### src/rtl/sqm_pkg.sv
// Shared types and defaults for the square-wave period/high-time meter.
package sqm_pkg;

   typedef enum logic [1:0] {
      S_WAIT_LOW,
      S_WAIT_RISE,
      S_HIGH,
      S_LOW
   } sqm_state_e;

   localparam int CNT_W_DEF       = 28;
   localparam int TIMEOUT_CYC_DEF = 100_000_000;
   localparam int FILT_LEN_DEF    = 4;

endpackage

### src/rtl/sqm_input_cond.sv
// Input conditioning: 2-flop synchronizer, optional glitch filter
// (SQM_GLITCH_FILTER_EN) and registered rise/fall edge pulses.
module sqm_input_cond
   import sqm_pkg::*;
#(
   parameter int FILT_LEN = FILT_LEN_DEF
) (
   input  logic sys_clk_i,
   input  logic ext_rst_n,
   input  logic sig_i,
   output logic sig_c,
   output logic rise_p,
   output logic fall_p
);

   logic [1:0] sync;
   logic       sig_d;
   logic       sig_dd;

   always_ff @(posedge sys_clk_i or negedge ext_rst_n) begin
      if (!ext_rst_n) begin
         sync <= '0;
      end else begin
         sync <= {sync[0], sig_i};
      end
   end

`ifdef SQM_GLITCH_FILTER_EN
   localparam int FC_W = $clog2(FILT_LEN + 1);

   logic [FC_W-1:0] fcnt;
   logic            filt;

   // Output follows only after FILT_LEN consecutive differing samples.
   always_ff @(posedge sys_clk_i or negedge ext_rst_n) begin
      if (!ext_rst_n) begin
         fcnt <= '0;
         filt <= 1'b0;
      end else if (sync[1] != filt) begin
         if (fcnt == FC_W'(FILT_LEN - 1)) begin
            filt <= sync[1];
            fcnt <= '0;
         end else begin
            fcnt <= fcnt + 1'b1;
         end
      end else begin
         fcnt <= '0;
      end
   end

   assign sig_c = filt;
`else
   assign sig_c = sync[1];
`endif

   always_ff @(posedge sys_clk_i or negedge ext_rst_n) begin
      if (!ext_rst_n) begin
         sig_d  <= 1'b0;
         sig_dd <= 1'b0;
         rise_p <= 1'b0;
         fall_p <= 1'b0;
      end else begin
         sig_d  <= sig_c;
         sig_dd <= sig_d;
         rise_p <= sig_d & ~sig_dd;
         fall_p <= ~sig_d & sig_dd;
      end
   end

endmodule

### src/rtl/sq_wave_meter.sv
// Square-wave meter: period and high time in sys_clk_i cycles, with timeout.
// Optional glitch filter enabled by defining SQM_GLITCH_FILTER_EN.
module sq_wave_meter
   import sqm_pkg::*;
#(
   parameter int CNT_W       = CNT_W_DEF,
   parameter int TIMEOUT_CYC = TIMEOUT_CYC_DEF,
   parameter int FILT_LEN    = FILT_LEN_DEF
) (
   input  logic             sys_clk_i,
   input  logic             ext_rst_n,
   input  logic             sig_i,
   output logic [CNT_W-1:0] meas_period,
   output logic [CNT_W-1:0] meas_high,
   output logic             meas_valid,
   output logic             timeout_o,
   output logic             locked_o
);

   localparam logic [CNT_W-1:0] CNT_MAX = CNT_W'(TIMEOUT_CYC);

   sqm_state_e       state;
   sqm_state_e       state_nx;
   logic [CNT_W-1:0] cnt;
   logic [CNT_W-1:0] idle;
   logic [CNT_W-1:0] hi_lat;
   logic             sig_c;
   logic             rise_p;
   logic             fall_p;
   logic             cnt_to;
   logic             idle_to;
   logic             publish;
   logic             to_hit;
   logic             counting;

`ifdef SQM_GLITCH_FILTER_EN
   sqm_input_cond #(
      .FILT_LEN(FILT_LEN)
   ) u_cond (
`else
   sqm_input_cond u_cond (
`endif
      .sys_clk_i(sys_clk_i),
      .ext_rst_n(ext_rst_n),
      .sig_i    (sig_i),
      .sig_c    (sig_c),
      .rise_p   (rise_p),
      .fall_p   (fall_p)
   );

   assign cnt_to  = (cnt == CNT_MAX);
   assign idle_to = (idle == CNT_MAX);

   always_ff @(posedge sys_clk_i or negedge ext_rst_n) begin
      if (!ext_rst_n) begin
         state <= S_WAIT_LOW;
      end else begin
         state <= state_nx;
      end
   end

   always_comb begin
      state_nx = state;
      unique case (state)
         S_WAIT_LOW: begin
            if (!sig_c) state_nx = S_WAIT_RISE;
         end
         S_WAIT_RISE: begin
            if (rise_p) state_nx = S_HIGH;
         end
         S_HIGH: begin
            if (fall_p)      state_nx = S_LOW;
            else if (cnt_to) state_nx = S_WAIT_LOW;
         end
         S_LOW: begin
            if (rise_p)      state_nx = S_HIGH;
            else if (cnt_to) state_nx = S_WAIT_RISE;
         end
         default: state_nx = S_WAIT_LOW;
      endcase
   end

   // An edge in the timeout cycle wins over the timeout.
   always_comb begin
      counting = (state == S_HIGH) || (state == S_LOW);
      locked_o = counting;
      publish  = (state == S_LOW) && rise_p;
      to_hit   = ((state == S_HIGH) && !fall_p && cnt_to) ||
                 ((state == S_LOW) && !rise_p && cnt_to) ||
                 ((state == S_WAIT_RISE) && !rise_p && idle_to);
   end

   always_ff @(posedge sys_clk_i or negedge ext_rst_n) begin
      if (!ext_rst_n) begin
         cnt         <= '0;
         idle        <= '0;
         hi_lat      <= '0;
         meas_period <= '0;
         meas_high   <= '0;
         meas_valid  <= 1'b0;
         timeout_o   <= 1'b0;
      end else begin
         meas_valid <= publish;
         if (publish) begin
            meas_period <= cnt;
            meas_high   <= hi_lat;
            timeout_o   <= 1'b0;
         end else if (to_hit) begin
            timeout_o <= 1'b1;
         end
         if (rise_p && ((state == S_WAIT_RISE) || (state == S_LOW))) begin
            cnt <= CNT_W'(1);
         end else if (counting && !cnt_to) begin
            cnt <= cnt + 1'b1;
         end
         if ((state == S_HIGH) && fall_p) begin
            hi_lat <= cnt;
         end
         if (state != S_WAIT_RISE) begin
            idle <= '0;
         end else if (!idle_to) begin
            idle <= idle + 1'b1;
         end
      end
   end

endmodule

### config.mk
export PLATFORM = sky130hd
export DESIGN_NAME = sq_wave_meter
export DESIGN_NICKNAME = d
export VERILOG_FILES = /design/src/rtl/sqm_pkg.sv /design/src/rtl/sqm_input_cond.sv /design/src/rtl/sq_wave_meter.sv
export SDC_FILE = /design/constraint.sdc
export NUM_CORES = 1
export LEC_CHECK = 0
export BUFFER_PORTS_ARGS = -buffer_cell sky130_fd_sc_hd__buf_2
export CAP_MARGIN = 20
export CORE_MARGIN = 2
export CORE_UTILIZATION = 59
export CTS_CLUSTER_DIAMETER = 200
export CTS_CLUSTER_SIZE = 12
export DETAILED_ROUTE_END_ITERATION = 10
export PLACE_DENSITY = 0.88
export SYNTH_ARGS = -nofsm -noshare
export SYNTH_HDL_FRONTEND = slang
export SYNTH_SLANG_ARGS = --single-unit
### constraint.sdc
create_clock -name sys_clk_i -period 2.2 [get_ports sys_clk_i]
set_input_delay 0.44 -clock sys_clk_i [delete_from_list [all_inputs] [get_ports sys_clk_i]]
set_output_delay 0.44 -clock sys_clk_i [all_outputs]
set_load 0.02 [all_outputs]
* Yosys cells after proc, flatten, opt, wreduce, memory -nomap -nowiden
Index checks and enable logic that the tools add are counted.
** Storage, ports and cells
- Register bits :: 150
- Input bits :: 3
- Output and inout bits :: 59
- Word-level logic and storage cells :: 64
** Cells by class
- Add/sub/neg operators :: 2
- Equal/unequal tests :: 11
- Multiplexer cells :: 13
- Bitwise operators :: 4
- Reduce and logical (&&, ||, !) cells :: 21
** Operator list (number)
- 28-bit 2-to-1 mux :: 4
- 28-bit by 1-bit adder with 28-bit output (second input constant) :: 2
- 28-bit by 27-bit == test with 1-bit output (second input constant) :: 2
- 2-bit 2-to-1 mux :: 6
- 1-bit logical AND :: 10
- 2-bit one-hot mux with 4 select lines :: 1
- 2-bit by 1-bit inequality test with 1-bit output (second input constant) :: 3
- 3-bit by 2-bit inequality test with 1-bit output (second input constant) :: 2
- 2-bit == test (second input constant) :: 2
- 1-bit logical OR :: 4
- 4-bit AND reduction :: 1
- 2-bit nonzero test :: 2
- 1-bit zero test :: 3
- 1-bit bitwise AND :: 2
- 2-bit by 1-bit == test with 1-bit output (second input constant) :: 1
- 2-bit zero test :: 1
- 1-bit 2-to-1 mux :: 2
- 2-bit inequality test (second input constant) :: 1
- 1-bit inverter :: 2

* Longest topological paths before layout
- Depth after elaboration :: 7
- Depth in mapped cells :: 8
- Mapped depth without buffers :: 7

* By module
A second synthesis with hierarchy kept.
** Second synthesis, totals
- Cell total of the unflattened synthesis :: 560
- Area total of the unflattened synthesis :: 6632.6 um^2
** By module, submodules not included
- sq_wave_meter :: times used 1, cells each 552, area each 6467.5 um^2, seq. area each 3603.5 um^2
- sqm_input_cond :: times used 1, cells each 8, area each 165.2 um^2, seq. area each 150.1 um^2

* Worst setup path after synthesis
No wires, ideal clock.
- Path type :: flip-flop to flip-flop
- Start :: reg cnt[4]
- End :: reg cnt[16]
- Library setup time :: 0.078 ns
- Arrival :: 1.750 ns
- Required time :: 2.122 ns
- Path slack :: 0.373 ns
- Cell stages (with the launch flop) :: 7
- Path buffers :: 1
- Clock period less this slack :: 1.827 ns
- Cells stage by stage :: dfrtp_1 buf_2 nand4_4 or3_4 or3_1 or3_1 a21oi_1
** On the way
- Longest elaborated chain between the ends :: 4
- Elaborated cells on any way between the ends :: 7
- Those cells by class :: add/sub: 1; eq/ne: 1; mux: 2; reduce/logical: 3
** RTL lines
- from (decl) :: line sq_wave_meter.sv:24 : logic [CNT_W-1:0] cnt;
- from (signal assigned) :: line sq_wave_meter.sv:114 : cnt <= cnt + 1'b1;
- branches (longest 4 deep; another with 28-bit by 1-bit adder with 28-bit output)
Parallel ways; which one is timed is not known. The select of a mux whose other input is x is not followed.
A chain may end at the register's enable or synchronous reset.

* Final worst setup path
Ends and elaborated chain as after synthesis.

==> impl_metrics.csv <==
group,metric,value,unit
run_status,status,"complete, no violations",
clock_tree,postCtsSetupBuffers,0,
final_layout,nets,602,
pwr,p_per_area,866,mW/mm2
timing,fin_crit,2.03,ns
final_layout,area_growth_syn_to_layout,17.4,%
timing,tns,0,ns
timing,clock_skew,0.00897,ns
worst_setup_path,reg2reg_slack,0.17,ns
yosys,synth_top_area_cell,"dfrtp_1",
worst_setup_path,r2r-start,"cnt[4]",
yosys,synth_top_area_share,0.591,
timing,worst_slew_pin_slew,0.475,ns
yosys,avgSynthCellArea,12.2,um2
clock_tree,path_clk_slew,0.06,ns
grt,grt_max_degree,82,
clock_tree,clock-sinks,150,
detailed_routing,via_per_inst,5.88,
yosys,synth_edf_count,0,
floorplan,io_pins,62,
timing,finalHoldViolations,0,
detailed_routing,drtPass1Iterations,5,
clock_tree,htree_num_levels,4,
yosys,async_reset_ff_frac,1.00,
detailed_routing,route.vias.total,4374,
clock_tree,cts-root-buf,"clkbuf_8",
yosys,syn_area,0.00635,mm2
worst_setup_path,setup.worst_path.end_class,"flip-flop",
clock_tree,clockBufferDepth,2,
yosys,ys_dominant_reg_cell,"dfrtp_1",
clock_tree,post_cts_resized,0,
final_layout,fill_cells,697,
worst_setup_path,start_kind,"flip-flop",
placement,pre_cts_ws,0.217,ns
min_path,hp-class,"in2async",
placement,port-buffer-count,61,
placement,gp_congestion,0.828,
yosys,seq_area_frac_synth,0.591,
floorplan,rows,37,
run,maxCapViolCount,0,
floorplan,floorplan.initialDensity,0.613,
final_layout,n_antenna_cell,0,
timing,rsz0062_at_grt,"no",
yosys,ys_ff_latch,150,
timing,timing.final.crit_share,0.922,
floorplan,die_w,108,um
timing,fmax,0.493,GHz
yosys,postSynthCellCount,519,
placement,place_inst,710,
final_layout,drive_gt1_frac,0.327,
yosys,ys_warn_count,0,
worst_setup_path,cp_data_arrival_time,2.48,ns
yosys,synth_cell_types,41,
worst_setup_path,path_max_fanout,8,
detailed_routing,drtIter0Drc,316,
yosys,synth.net_count,526,
timing,relSlewSlack,0.679,
timing,slew_viol_final,0,
final_layout,finalInstanceArea,0.00746,mm2
detailed_routing,drc,0,
final_layout,stdcell_count,744,
timing,finalSetupViolCount,0,
grt,grt_pass1_vias,4504,
worst_setup_path,startpoint,"cnt[4]",
clock_tree,clock_latency,0.53,ns
floorplan,die_y,108,um
clock_tree,cts_tree,"yes",
final_layout,final_core_util,0.719,
pwr,ir_drop,0.576,mV
grt,grt_pass1_wl,22.5,mm
worst_setup_path,worstReg2RegEnd,"cnt[16]",
yosys,synthTopCellsByArea,"dfrtp_1, mux2_2, xor2_1, nor2_1, nand3_1",
pwr,p_leak,0.00366,uW
grt,antenna_found_initial,0,
timing,setup_slack,0.172,ns
placement,post_dp_cell_area,0.00689,mm2
worst_setup_path,reg2regPathDepth,5,
grt,grt-ovfl-total,0,
grt,grt_usage,0.252,
detailed_routing,post_drt_wl_per_cell,18.1,um
floorplan,die-area,0.0116,mm2
worst_setup_path,crit_type,"reg2reg",
clock_tree,postCtsHoldBufs,1,
detailed_routing,drt_wl_total,13.5,mm
clock_tree,cts_buffers,17,
detailed_routing,ant_nets,0,
floorplan,core-area,0.0104,mm2
worst_setup_path,cp.required,2.65,ns
placement,dpl.hpwl,8.48,mm
-- logic make-up after synthesis --
kind of cell | after synthesis | synth area share
and+or+nand+nor | 180 | 0.151
adders and majority gates | 4 | 0.00788
AOI/OAI and AO/OA | 28 | 0.0252
muxes | 82 | 0.145
xor gates and xnor gates | 44 | 0.0607
buffers and inverters | 31 | 0.0197
DFF | 150 | 0.591
-- worst max-delay path by stage --
stage	end	cells past startpoint
floorplan	cnt[16]	6
global placement	cnt[16]	5
detailed placement	cnt[16]	5
CTS	cnt[16]	5
global route	timeout_o	7
finish	cnt[16]	5
-- registers in the layout (all words and copies together), names as in the netlist --
name and flops:
cnt 28, hi_lat 28, idle 28, meas_high 28
meas_period 28, meas_valid 1, state 2, timeout_o 1
u_cond.fall_p 1, u_cond.rise_p 1, u_cond.sig_d 1, u_cond.sig_dd 1
u_cond.sync 2
-- per-stage QoR --
step           hold slack [ns]  total power, uW
2_1_floorplan            0.144             3570
3_3_place_gp             0.248             3810
3_5_place_dp             0.246             3840
4_1_cts               0.000743             6490
5_1_grt                  0.275             6720
6_report                 0.279             6460
-- synthesized netlist by cell type (2+ instances only) --
library cell	n
nand3_1	25
o21ai_0	12
o31ai_1	4
xnor2_1	11
nor3_1	5
buf_2	7
mux2i_1	2
nor4_2	3
clkbuf_1	14
and3_1	10
nand2b_1	3
nand2_1	32
dfrtp_1	150
nor4b_1	3
xor2_1	33
nor2b_1	2
a21oi_1	9
and4_1	5
nor2_1	51
inv_1	8
or3_1	6
nand4_1	17
ha_1	4
nor4_1	7
mux2_2	80
-- worst max-delay path: stages (launching register included) --
cell and delay, ns:
dfrtp_1 0.52, nand4_4 0.18, or3_4 0.46, or3_1 0.33
or3_1 0.32, a21oi_1 0.14
-- routing by layer --
metal | GRT usage | vias up | routed length [um]
li1 | - | 1969 | -
met1 | 0.332 | 2197 | 5730
met2 | 0.408 | 180 | 6790
met3 | 0.0672 | 28 | 721
met4 | 0.0852 | 0 | 237
met5 | 0 | - | 0
-- area by class of cell --
type | count | area (um2) | area share
clock inverters | 12 | 95.1 | 0.0127
multi-input cells | 338 | 2470 | 0.332
repair buffers | 79 | 477 | 0.0639
inverters | 9 | 33.8 | 0.00453
clock buffers | 20 | 455 | 0.0611
well taps | 136 | 170 | 0.0228
flip-flops and latches | 150 | 3750 | 0.503
-- where the power goes --
part           switching [uW]  internal, uW
sequential                167          2940
combinational             432           270
clock                    1160          1490
-- layout by cell type, fill, tap and decap left out, drive strengths merged, types with 9 or more instances in the layout --
cell type	netlist	layout
nor4	10	10
nand3	25	25
a21oi	9	9
nand2	32	32
and3	10	10
xnor2	11	11
dfrtp	150	150
inv	9	11
o21ai	12	12
buf	8	77
nor2	51	51
xor2	33	33
mux2	80	80
nand4	18	18
clkbuf	14	20
Power figures use the tool's default switching activity.
